==> config.mk <==
export PLATFORM = sky130hd
export DESIGN_NAME = glb_stream_loader
export DESIGN_NICKNAME = d
export VERILOG_FILES = /design/src/rtl/glb_stream_loader.sv
export SDC_FILE = /design/constraint.sdc
export NUM_CORES = 1
export LEC_CHECK = 0
export ABC_AREA = 1
export BUFFER_PORTS_ARGS = -buffer_cell sky130_fd_sc_hd__buf_2
export CAP_MARGIN = 20
export CELL_PAD_IN_SITES_DETAIL_PLACEMENT = 1
export CELL_PAD_IN_SITES_GLOBAL_PLACEMENT = 2
export CORE_ASPECT_RATIO = 0.7
export CORE_MARGIN = 3
export CORE_UTILIZATION = 23
export DETAILED_ROUTE_END_ITERATION = 8
export PLACE_DENSITY_LB_ADDON = 0.05
export SLEW_MARGIN = 20
export SYNTH_ARGS = -nofsm -noshare
export SYNTH_HDL_FRONTEND = slang
export SYNTH_SLANG_ARGS = --single-unit
==> constraint.sdc <==
create_clock -name clk -period 1.49 [get_ports clk]
set_clock_uncertainty 0.2 [all_clocks]
set_input_delay 0.2235 -clock clk [delete_from_list [all_inputs] [get_ports clk]]
set_output_delay 0.2235 -clock clk [all_outputs]
set_load 0.01 [all_outputs]
==> src/rtl/glb_stream_loader.sv <==
// DRAM->GLB stream loader: routes ifmap, weight, then bias words to the GLB write ports.
// Optional running checksum on load_cksum is enabled by defining GLB_LOADER_CKSUM_EN.
module glb_stream_loader #(
    parameter int unsigned IFMAP_WORDS  = 16,
    parameter int unsigned WEIGHT_WORDS = 1024,
    parameter int unsigned BIAS_WORDS   = 128,
    parameter int unsigned ADDR_W       = 10
) (
    input  logic              clk,
    input  logic              rst,
    input  logic              ready,
    input  logic              i_en,
    input  logic [31:0]       data_in,
    output logic              glb_we_ifmap,
    output logic              glb_we_weight,
    output logic              glb_we_bias,
    output logic [ADDR_W-1:0] glb_waddr,
    output logic [31:0]       glb_wdata,
    output logic              busy,
    output logic              load_done,
    output logic [31:0]       load_cksum
);

    localparam logic [ADDR_W-1:0] IFMAP_LAST  = ADDR_W'(IFMAP_WORDS - 1);
    localparam logic [ADDR_W-1:0] WEIGHT_LAST = ADDR_W'(WEIGHT_WORDS - 1);
    localparam logic [ADDR_W-1:0] BIAS_LAST   = ADDR_W'(BIAS_WORDS - 1);

    typedef enum logic [2:0] {IDLE, IFMAP, WEIGHT, BIAS, DONE} state_t;

    state_t            state;
    logic [ADDR_W-1:0] cnt;
    logic              accept;
    logic              sec_last;

    always_comb begin
        accept   = 1'b0;
        sec_last = 1'b0;
        unique case (state)
            IFMAP:   begin accept = i_en && !ready; sec_last = (cnt == IFMAP_LAST);  end
            WEIGHT:  begin accept = i_en && !ready; sec_last = (cnt == WEIGHT_LAST); end
            BIAS:    begin accept = i_en && !ready; sec_last = (cnt == BIAS_LAST);   end
            default: begin accept = 1'b0;           sec_last = 1'b0;                 end
        endcase
    end

    always_ff @(posedge clk) begin
        if (rst) begin
            state         <= IDLE;
            cnt           <= '0;
            glb_we_ifmap  <= 1'b0;
            glb_we_weight <= 1'b0;
            glb_we_bias   <= 1'b0;
            glb_waddr     <= '0;
            glb_wdata     <= '0;
            busy          <= 1'b0;
            load_done     <= 1'b0;
        end else begin
            glb_we_ifmap  <= 1'b0;
            glb_we_weight <= 1'b0;
            glb_we_bias   <= 1'b0;
            load_done     <= 1'b0;
            if (ready) begin
                // Restart drops any word presented alongside ready.
                state <= IFMAP;
                cnt   <= '0;
                busy  <= 1'b1;
            end else if (accept) begin
                glb_waddr <= cnt;
                glb_wdata <= data_in;
                cnt       <= sec_last ? '0 : cnt + 1'b1;
                unique case (state)
                    IFMAP: begin
                        glb_we_ifmap <= 1'b1;
                        if (sec_last) state <= WEIGHT;
                    end
                    WEIGHT: begin
                        glb_we_weight <= 1'b1;
                        if (sec_last) state <= BIAS;
                    end
                    BIAS: begin
                        glb_we_bias <= 1'b1;
                        if (sec_last) begin
                            state     <= DONE;
                            busy      <= 1'b0;
                            load_done <= 1'b1;
                        end
                    end
                    default: state <= state;
                endcase
            end
        end
    end

`ifdef GLB_LOADER_CKSUM_EN
    always_ff @(posedge clk) begin
        if (rst || ready)
            load_cksum <= '0;
        else if (accept)
            load_cksum <= load_cksum + data_in;
    end
`else
    assign load_cksum = '0;
`endif

endmodule
# Word level (Yosys, flattened, before mapping)

Index checks and enable logic that the tools add are counted.

Output and inout port bits: 79
Logic and storage cells: 58
Bits of input ports: 36
Register bits after elaboration: 60

Reduce and logical (&&, ||, !) cells: 15
Muxes and demuxes: 17
$add $sub $neg: 1
Eq/ne operators: 12
Bitwise logic cells: 3

Operators by type and width:

| kind                    | count |
|---|---|
| $mux W1                 | 11 |
| $add A10 B1 Y10 const B | 1 |
| $eq A10 B10 Y1 const B  | 1 |
| $eq A10 B4 Y1 const B   | 1 |
| $eq A10 B7 Y1 const B   | 1 |
| $mux W10                | 1 |
| $reduce_and A5 Y1       | 2 |
| $mux W3                 | 3 |
| $ne A3 B3 Y1 const B    | 3 |
| $pmux W3 S3             | 1 |
| $eq A3 B2 Y1 const B    | 2 |
| $ne A2 B2 Y1 const B    | 3 |
| $reduce_bool A2 Y1      | 3 |
| $reduce_or A3 Y1        | 2 |
| $reduce_bool A4 Y1      | 1 |
| $reduce_or A4 Y1        | 1 |
| $eq A3 B1 Y1 const B    | 1 |
| $not A1 Y1              | 3 |
| $pmux W1 S3             | 1 |
| $reduce_and A3 Y1       | 1 |
| $reduce_bool A3 Y1      | 1 |
| $reduce_and A2 Y1       | 1 |
| $reduce_or A2 Y1        | 1 |
| $logic_and A1 B1 Y1     | 1 |
| $logic_not A1 Y1        | 1 |

# Depth between registers and ports, before layout

Gate-level depths: netlist of run 1.

Word-level depth: 6
Mapped depth: 11
Mapped depth without buffers: 11

# Worst setup path before layout of run 1

Ideal clock, no wire load.

Path type: register -> register
From: register cnt[0]
To: register state[0]
Slack: -0.105 ns
Setup time: 0.109 ns
Stages on the path, launching flop included: 11
Path buffers: 0
Data arrival time: 1.286 ns
Data required time: 1.181 ns
Clock period less this slack: 1.595 ns
Cell sequence: dfxtp_1 > ha_1 > inv_1 > nor2_2 > nand2_4 > nor2_8 > nand2_2 > nand2_1 > nand3_1 > nand2_1 > inv_1

Cells in the longest elaborated chain, start to end: 4
Elaborated cells on any way between the ends: 8
Classes of those cells: eq/ne (6); mux (1); reduce/logical (1)

Ends and longest elaborated chain:

| what                                  | line | source |
|---|---|---|
| from (decl)                           | 31   | `logic [ADDR_W-1:0] cnt;` |
| from (signal assigned)                | 70   | `cnt <= sec_last ? '0 : cnt + 1'b1;` |
| $eq A10 B7 Y1 (tied with other cells) | 41   | `BIAS: begin accept = i_en && !ready; sec_last = (cnt == BIAS_LAST); end` |
| $pmux W1 S3 *                         | 38   | `unique case (state)` |
| $ne A3 B3 Y1 (no line)                | --   |  |
| $reduce_and A5 Y1 (no line) *         | --   |  |
| to (signal assigned)                  | 88   | `default: state <= state;` |
| to (decl)                             | 30   | `state_t state;` |

Mark *: on every way between the ends. The rest lies on a longest branch, timed or not.
A chain may end at the register's enable or synchronous reset.

# Final worst setup path of run 1

From: register state[2]
To: register state[0]

Cells in the longest elaborated chain, start to end: 5
Elaborated cells on any way between the ends: 15
Classes of those cells: eq/ne (6); mux (5); reduce/logical (4)

Ends and longest elaborated chain:

| what                                                | line |
|---|---|
| $eq A3 B2 Y1 / $eq A3 B1 Y1 (equally long branches) | 38, 71 |
| $reduce_or A3 Y1 (no line)                          | -- |
| $mux W1                                             | -- |
| $reduce_bool A2 Y1 (no line)                        | -- |
| $reduce_and A5 Y1 (no line)                         | -- |

Parallel ways exist; a longest one is shown, timed or not. The select of a mux whose other input is x is not followed.

==> impl_results.md, run 1 <==
- Status: finished, violations left
- Failing checks: hold timing, setup timing
- Synthesis-stage register bit count: 60
- Inserted Clock Buffers: 9
- Placed inst area: 3379 µm²
- First-pass GRT wire length: 13040 µm
- Final WL: around 8300 µm
- Die Y: 95.79 µm
- Multi-input gate area: 1281 µm²
- Largest net degree at the start of global routing: 26
- GRT Util Overall: about an eighth
- Placement Rows: 32
- Core ar.: 11130 µm²
- Clock latency on the worst-skew pair: 330 ps
- Maxcap violations: 0
- CP startpoint kind: flip-flop
- RSZ-0062 raised after global routing: yes
- Ys async rst share: 0%
- Final Cell Area: ~4200 µm²
- Leak: 1.940 nW
- Vias in the first global route: about 2600
- IO Port Bufs: 82
- Met3 routed WL: ~620 µm
- Seq/Total Area, Yosys: 45.35%
- Cells after Synth: 337
- Drt wl/cell: ~13 µm
- Max VDD drop: roughly 0.54 mV
- Vias: 2625
- Post-DP HPWL: between 5000 and 6000 µm
- Synth Flop Type: dfxtp_1
- Area Growth Syn to Fin: 58.90%
- WP data required: 1510 ps
- Clk buf depth: 2
- Slew Viols, Final: 0
- TritonCTS clock tree: yes
- Die Span X: 134.3 µm
- Fmax: 0.6325 GHz
- Commonest non-fill, non-tap cell in the layout: buf_2
- Place WS: -97.20 ps
- Clock Tree Root: clkbuf_16
- Die area: 12860 µm²
- First-pass DRT Iterations: 4
- Met1 wire length: just under 4000 µm
- Total Neg Setup Slack: -462.9 ps
- Clk pin slew, worst setup/hold paths: 50 ps
- Grt total ovfl: 0
- Antenna violations before repair: 0
- Register area: 1211 µm²
- CTS HTree Levels: 3
- Power per cell area: 1013 nW/µm²
- Most frequent cells in the layout: 82 x buf_2, 80 x nor2_1, 54 x dfxtp_1, 46 x buf_4
- Final hold vios: 1
- Vias per Instance: 4.020
- Nets: 533
- Syn Area/Cell: between 7 and 8 µm²
- Setup violations, final: 10
- Clock sink count: 60
- Met2 WL post-DR: 3713 µm
- Hold Crit Class: in -> reg
- Utilization after layout: 37.81%
- Post-synth EDFFs: 0
- DRC errors left: 0
- Fin crit period: around 1600 ps
- Mapped Area: 2649 µm²
- I/O pin cnt: roughly 120
- Ys Warns: 0
- Worst hold slack: -1.930 ps
- Tcrit/Tclk final: 106.1%
- Starting density of the core: 23.80%
- CP Class: reg -> reg
- DR iter-0 viols: 64
- Top Metal Used: met4
- CP Max Fanout: 6
- # diodes: 0
- Crit path capture type: flip-flop
- RePlAce Congestion: 0.7363
- Layout cells sized above 1: 39.00%
- Synth unique cells: 34
- CP arrival: 1600 ps
- Post-route antenna net violation count: 0
- Worst setup margin: -91.10 ps
- Fill cells: 1362
## final cells by class
type                            count  area share, %
Multi-Input combinational cell    240          30.44
Inverter                           22          2.259
Clock buffer                       14          6.510
Sequential cell                    60          28.78
Timing Repair Buffer              163          26.75
Clock inverter                      1         0.7134
Tap cell                          153          4.548
## critical path, cell delays in order, from the launching register on
cell	delay, ps
dfxtp_2	340
clkinv_4	90
nand2_8	110
nand2_2	70
nand2_4	80
nand3_4	90
nor2_8	190
nand2_4	80
nand2_1	60
nand3_1	60
nand2_1	60
inv_1	40
## layer usage
layer | vias up | track usage (%)
li1 | 1332 | -
met1 | 1210 | 16.59
met2 | 74 | 20.65
met3 | 9 | 5.799
met4 | 0 | 4.576
met5 | - | 0
## path summary, 6_finish.rpt
path | cells after the start | end | slack (ps) | from
hold reg to reg | 2 | glb_waddr[0]$_SDFFE_PP0P_ | 270 | glb_waddr[0]$_SDFFE_PP0P_
setup / recovery | 11 | state[0]$_SDFFE_PP0P_ | -90 | state[2]$_SDFFE_PP0P_
hold / removal | 3 | glb_wdata[5]$_SDFFE_PP0P_ | -2 | data_in[5]
setup reg to reg | 11 | state[0]$_SDFFE_PP0P_ | -90 | state[2]$_SDFFE_PP0P_
## cell usage after synthesis (5+ instances only)
cell type	count	share of area [%]
a21oi_1	13	2.5
buf_2	5	0.94
buf_4	32	9.1
clkbuf_1	6	0.85
dfxtp_1	60	45
inv_1	19	2.7
nand2_1	27	3.8
nand3_1	8	1.5
nor2_1	83	12
nor2_2	6	1.4
o21ai_0	43	8.1
## cells by family after synthesis
group	synth area share, %
buf+inv	15.07
xor+xnor	0.6614
simple gates	26.41
compound gates	11.90
flops	45.35
fa+ha+maj	0.4723
other cells	0.1416
## repair_timing
action	in CTS	in global routing
endpoints found under the hold margin	34	0
endpoints found under the setup margin	45	48
setup buffers	3	5
hold buffers	32	0
gates resized for setup	23	37
pin swaps	6	4
## flip-flops by register name, indices dropped and copies added, names as in the netlist
register	cells
state	3
cnt	10
glb_we_ifmap	1
glb_waddr	10
glb_we_weight	1
glb_wdata	32
busy	1
load_done	1
glb_we_bias	1
## per-stage QoR
step | total power, mW | instances
after detailed placement | 2.081 | 598
after CTS | 4.327 | 648
final | 4.264 | 653
after global routing | 4.477 | 653
after global placement | 2.076 | 598
after floorplan | 1.970 | 368
## power by group
| part | internal, mW | switching, mW | total [mW] |
|---|---|---|---|
| clock network | 1.42 | 0.712 | 2.13 |
| logic | 0.207 | 0.237 | 0.444 |
| registers | 1.66 | 0.0267 | 1.68 |
(Power assumes the default switching activity.)
==> run 2: changes to the inputs <==
- CORE_UTILIZATION: 23 -> 24
- CTS_BUF_LIST: default -> sky130_fd_sc_hd__clkbuf_4
==> run 2 against run 1 <==
Effect of this change: the run still ends with hold timing, setup timing left; highest routed layer unchanged; register-to-register slack improved by 20 ps; via count is 0.72% higher; sequential power barely moved; final area grew 0.56%; global-route usage rose by 0.32 points.
==> impl_results.md, run 2 (synthesis results as in run 1) <==
- Status: finished, violations left
- Failing checks: hold timing, setup timing
- CP startpoint kind: flip-flop
- Tcrit/Tclk final: 104.5%
- RePlAce Congestion: 0.7218
- Die Span X: 131.6 µm
- Drt wl/cell: 13.16 µm
- Clk pwr share: 30.4%
- Met1 Usage GRT: 17.62%
- Cells on worst reg2reg path: 10
- I/O pin cnt: 115
- First-pass GRT wire length: 13150 µm
- Sw Ratio: 27.88%
- Layout cells sized above 1: 42.83%
- Slew Viols, Final: 0
- Commonest non-fill, non-tap cell in the layout: buf_2
- Post-DP HPWL: 5845 µm
- Layer with the highest usage: met2
- RSZ-0062 raised after global routing: yes
- Crit path capture type: flip-flop
- Post-route antenna net violation count: 0
- Starting density of the core: 25.11%
- Vias per Instance: between 4 and 5
- Setup violations, final: 11
- Comb pwr share: 15.5%
- Vias: 2644
- DRC errors left: 0
- Fmax: ~0.64 GHz
- WP data required: 1610 ps
- Clk pin slew, worst setup/hold paths: 100 ps
- Grt total ovfl: 0
- Placement Rows: 31
- DR iter-0 viols: 56
- Die Y: ~94 µm
- Die area: 12350 µm²
- Met2 GRT Util: between 20% and 30%
- Clock sink count: 60
- Net Sw Power: 0.8662 mW
- Final WL: around 8600 µm
- Antenna violations before repair: 0
- Inserted Clock Buffers: 9
- Register area: 1221 µm²
- Multi-input gate area: 1366 µm²
- Fill cells: 1308
- Hold Crit Class: in -> reg
- P_int: 2.240 mW
- Nets: 535
- Grt met3 use: between 5 and 6%
- Largest net degree at the start of global routing: 31
- Leak: 1.922 nW
- Clock Tree Root: clkbuf_4
- Most frequent cells in the layout: 82 x buf_2, 71 x nor2_1, 50 x dfxtp_1, 34 x buf_4, 33 x dlygate4sd3_1
- Worst setup margin: -67.55 ps
- Largest Register: glb_wdata
- Power per cell area: roughly 730 nW/µm²
- CP Class: reg -> reg
- First-pass DRT Iterations: 4
- CTS HTree Levels: 3
- Final hold vios: 2
- Hold-critical path depth: 3
- Core ar.: between 10000 and 15000 µm²
- Sequential power share: 54.1%
- Clock latency on the worst-skew pair: 410 ps
- TritonCTS clock tree: yes
- Vias in the first global route: 2692
- Utilization after layout: 40.12%
- Maxcap violations: 0
- Area Growth Syn to Fin: 59.80%
- Fin crit period: 1558 ps
- GRT Util Overall: 13.62%
- Register-to-register setup slack: -70 ps
- Total Neg Setup Slack: -388.6 ps
- Largest register FFs: 32
- CP arrival: 1680 ps
- CP Max Fanout: 6
- Top flop regs: glb_wdata: 32 flops, cnt: 10 flops, glb_waddr: 10 flops
- IO Port Bufs: 82
- Clk buf depth: 2
- # diodes: 0
- Max VDD drop: roughly 0.34 mV
- Worst hold slack: -61.18 ps
==> run 2: changes by cell type in the layout (fill, tap and decap cells not counted), moves of 5 or more <==
cell and delta:
buf_4 -12, clkbuf_16 -6, clkbuf_4 +11, nor2_1 -9
nor2_4 +5, o21ai_0 -6, o21ai_1 +5
==> run 2: area by class of cell <==
| class | count | share of cell area (%) |
|---|---|---|
| well taps | 148 | 4.375 |
| repair inverters | 1 | 0.2660 |
| multi-input cells | 240 | 32.28 |
| clock buffers | 11 | 1.951 |
| repair buffers | 164 | 29.50 |
| clock inverters | 4 | 0.4138 |
| inverters | 22 | 2.365 |
| flip-flops and latches | 60 | 28.85 |
==> run 2: critical path, cell delays in order (launching register included) <==
cell,delay [ps]
dfxtp_2,340
inv_4,90
nand2_8,90
o21ai_4,170
nand2_4,90
nor2_8,180
nand2_4,80
nand2_1,50
nand3_1,60
nand2_1,60
inv_1,30
==> run 2: power by group through the flow <==
stage	Clock, mW	Sequential, mW	Combinational, mW
2_1_floorplan	0	1.74	0.229
3_3_place_gp	0	1.72	0.351
3_5_place_dp	0	1.72	0.353
4_1_cts	1.02	1.68	0.430
5_1_grt	1.08	1.69	0.538
6_report	0.943	1.68	0.483
==> run 2: repair_timing <==
item / in CTS / in global routing
gates cloned: 1 / 3
setup buffers: 6 / 7
gates resized for setup: 35 / 78
endpoints found under the setup margin: 57 / 54
hold endpoints to repair: 36 / 4
pin swaps: 11 / 15
hold buffers: 32 / 1
==> run 2: routing by layer <==
metal  routed length (µm)  vias up  share of wire, %
met4                  116        0               1.4
met5                    0        -                 0
li1                     -     1339                 -
met3                  479       10               5.6
met1                 4226     1225                49
met2                 3730       70                44
==> run 2: worst paths after layout <==
path / to / from
max reg2reg: state[0]$_SDFFE_PP0P_ / state[2]$_SDFFE_PP0P_
min: busy$_SDFFE_PP0P_ / ready
min reg2reg: busy$_SDFFE_PP0P_ / busy$_SDFFE_PP0P_
max: state[0]$_SDFFE_PP0P_ / state[2]$_SDFFE_PP0P_
==> run 2: per-stage QoR <==
stage          total power [mW]  setup slack, ps  cell area, µm²  hold WS [ps]  cells
6_report                  3.106           -67.55            4233        -61.18    650
5_1_grt                   3.307           -173.4            4233        -91.53    650
4_1_cts                   3.127           -43.93            3923        -206.6    641
3_5_place_dp              2.071           -174.2            3328         257.0    587
3_3_place_gp              2.068           -149.2            3328         251.6    587
2_1_floorplan             1.970            11.78            2771         92.57    368
==> run 3: changes to the inputs <==
- ABC_AREA: 1 -> default
- CORE_UTILIZATION: 24 -> 23
==> run 3 against run 2 <==
Effect of this change: clock power increased by 17%; die area is 1.7% lower; register-to-register slack got worse by 450 ps; flip-flop and latch count unchanged; final area grew 3.7%; the flow finishes with violations (setup timing); synthesized cell count fell by 8.9%; first-iteration DRC count rose by 18%; sequential power barely moved; via count fell by 0.79%; wire length up 5.7%; non-clock buffer count grew 13; count of clock-buffer cells in the layout is 1 lower.
==> impl_results.md, run 3 <==
- Fill cells: 1246
- CTS HTree Levels: 3
- Final hold vios: 0
- Fmax: 0.4974 GHz
- Largest register FFs: 32
- Register-to-register setup slack: -520 ps
- Reg-to-Reg End: cnt[9]$_SDFFE_PP0P_
- Register area: 1205 µm²
- Post-synth EDFFs: 0
- Synth Flop Type: dfxtp_1
- Area Growth Syn to Fin: 76.07%
- Largest net degree at the start of global routing: 29
- Dominant cells by area after synthesis: dfxtp_1 48%, nand2_1 13%, buf_4 9.6%, a21oi_1 9.0%, clkbuf_1 2.3%
- Synth top area share: 48.17%
- Drt wl/cell: 14.77 µm
- Placement Rows: 31
- Grt total ovfl: 0
- DR iter-0 viols: 66
- Crit-path max cell delay: roughly 400 ps
- Critical path startpoint: state[2]$_SDFFE_PP0P_
- Synthesis-stage register bit count: 60
- Seq/Total Area, Yosys: 48.17%
- Final WL: 9041 µm
- Most frequent cells in the layout: 82 x buf_2, 69 x nand2_1, 57 x dfxtp_1, 37 x buf_4, 34 x dlygate4sd3_1
- GRT Util Overall: 14.77%
- Worst path cell trace: or3b_4, buf_6, or3_4, or3_4, a21oi_2
- Mapped Area: ~2500 µm²
- Crit path capture type: flip-flop
- Failing checks: setup timing
- Cells after Synth: 307
- Vias: 2623
- Nets: 514
- Net Sw Power: approximately 0.85 mW
- Starting density of the core: about a quarter
- Slew Viols, Final: 0
- Max VDD drop: about 0.32 mV
- Core ar.: ~10000 µm²
- Clock Tree Root: clkbuf_4
- Power Total: 3.213 mW
- CP Max Fanout: 4
- Syn Area/Cell: 8.123 µm²
- Commonest cells post-synth: 87 x nand2_1, 60 x dfxtp_1, 45 x a21oi_1
- RePlAce Congestion: 0.7498
- Total Neg Setup Slack: -26400 ps
- Clk pwr share: 34.3%
- Hold Crit Class: in -> reg
- CP arrival: 2160 ps
- Antenna violations before repair: 0
- DRC errors left: 0
- Post-route antenna net violation count: 0
- Vias in the first global route: approximately 2600
- Tcrit/Tclk final: 134.9%
- Fin crit period: 2010 ps
- Clock sink count: 60
- CP Class: reg -> reg
- Worst setup margin: -520.4 ps
- Reg2reg start: state[2]$_SDFFE_PP0P_
- Setup violations, final: 60
- Sw Ratio: 26.53%
- Leak: 1.970 nW
- Power per cell area: 731.9 nW/µm²
- Hold EP: state[1]$_SDFFE_PP0P_
- Top flop regs: glb_wdata: 32 flops, cnt: 10 flops, glb_waddr: 10 flops
- CP startpoint kind: flip-flop
- # diodes: 0
- Cells on worst reg2reg path: 5
- Die Span X: 130.5 µm
- Vias per Instance: 4.286
- P_int: ~2.4 mW
- CP dominant cell by count: or3_4
- Buffer and inverter count on the worst path: 1
- Hold wc startpoint: ready
- Hold-critical path depth: 5
- Maxcap violations: 0
- RSZ-0062 raised after global routing: yes
- Inserted Clock Buffers: 9
- First-pass GRT wire length: 13620 µm
- Ys async rst share: 0%
- Largest Register: glb_wdata
- Die Y: 93.12 µm
- Clock latency on the worst-skew pair: 410 ps
- Status: finished, violations left
- Post-DP HPWL: 5710 µm
- Comb pwr share: 14.4%
- Commonest non-fill, non-tap cell in the layout: buf_2
- Sequential power share: 51.2%
- WP data required: about 1600 ps
- Worst hold slack: around 170 ps
- Count leader, synth: nand2_1
- Yosys top cell by area: dfxtp_1
- IO Port Bufs: 82
- Ys Warns: 0
- TritonCTS clock tree: yes
- Top delay family on crit path: simple AND/OR/NAND/NOR gates
- Layout cells sized above 1: between 40 and 50%
- Slowest CP cell: or3_4
- Utilization after layout: 41.92%
- Clk buf depth: 2
- Synth unique cells: 35
- Die area: 12150 µm²
- Multi-input gate area: ~1500 µm²
- Clk pin slew, worst setup/hold paths: 100 ps
- I/O pin cnt: 115
- First-pass DRT Iterations: 3
==> run 3: cell count changes after synthesis, moves of 5 or more <==
cell	delta
nor3_1	+5
a21oi_1	+32
nor2_2	-6
nor2_1	-75
o21ai_0	-40
nand2_1	+60
inv_1	-17
clkbuf_1	+9
==> run 3: cells by family after synthesis <==
| logic type | count (synthesis) | share of synthesized area (%) |
|---|---|---|
| and+or+nand+nor | 130 | 23.08 |
| DFF | 60 | 48.17 |
| AOI/OAI and AO/OA | 57 | 12.69 |
| buffers and inverters | 51 | 12.84 |
| xor gates and xnor gates | 5 | 1.756 |
| muxes | 2 | 0.8028 |
| adders and majority gates | 1 | 0.5017 |
| other | 1 | 0.1504 |
==> run 3: worst max-delay path by stage <==
stage	endpoint	slack, ps	cells after the start
floorplan	state[1]$_SDFFE_PP0P_	-640	6
global placement	cnt[9]$_SDFFE_PP0P_	-540	5
detailed placement	cnt[9]$_SDFFE_PP0P_	-580	5
CTS	cnt[9]$_SDFFE_PP0P_	-510	5
global route	glb_wdata[28]$_SDFFE_PP0P_	-600	10
finish	cnt[9]$_SDFFE_PP0P_	-520	5
==> run 3: what timing repair did <==
item	4_1_cts	5_1_grt
setup endpoints to repair	60	60
cloned	4	1
gates resized for setup	35	70
endpoints found under the hold margin	37	0
hold buffers	34	0
pin swaps	15	23
buffers inserted	9	5
==> run 3: worst register-to-register path: stages, from the launching register on <==
cell and delay [ps]:
dfxtp_2 350, or3b_4 380, buf_6 140, or3_4 380, or3_4 390, a21oi_2 120
==> run 3: metrics by stage <==
step,cells,instance area (µm²),setup WS [ps]
after floorplan,338,2696,-642.7
after global placement,546,3266,-543.8
after detailed placement,546,3266,-581.9
after CTS,607,4074,-514.4
after global routing,612,4390,-604.6
final,612,4390,-520.4
==> run 3: power groups by stage <==
| stage | clock network, mW | registers, mW | logic, mW |
|---|---|---|---|
| 3_5_place_dp | 0 | 1.68 | 0.276 |
| 3_3_place_gp | 0 | 1.68 | 0.275 |
| 2_1_floorplan | 0 | 1.70 | 0.195 |
| 4_1_cts | 1.17 | 1.65 | 0.417 |
| 5_1_grt | 1.23 | 1.65 | 0.506 |
| 6_report | 1.10 | 1.65 | 0.464 |
==> run 3: final cells by class <==
| cell class | instances | share of cell area (%) |
|---|---|---|
| multi-input cells | 227 | 33.51 |
| repair buffers | 177 | 32.43 |
| flip-flops and latches | 60 | 27.44 |
| well taps | 132 | 3.762 |
| clock buffers | 10 | 1.710 |
| clock inverters | 4 | 0.9689 |
| inverters | 2 | 0.1710 |
==> run 3: metal layers <==
metal  wire length, µm  track usage, %
met4                94           3.853
met5                 0               0
met1              4297           19.78
met2              4134           22.61
met3               515           5.251
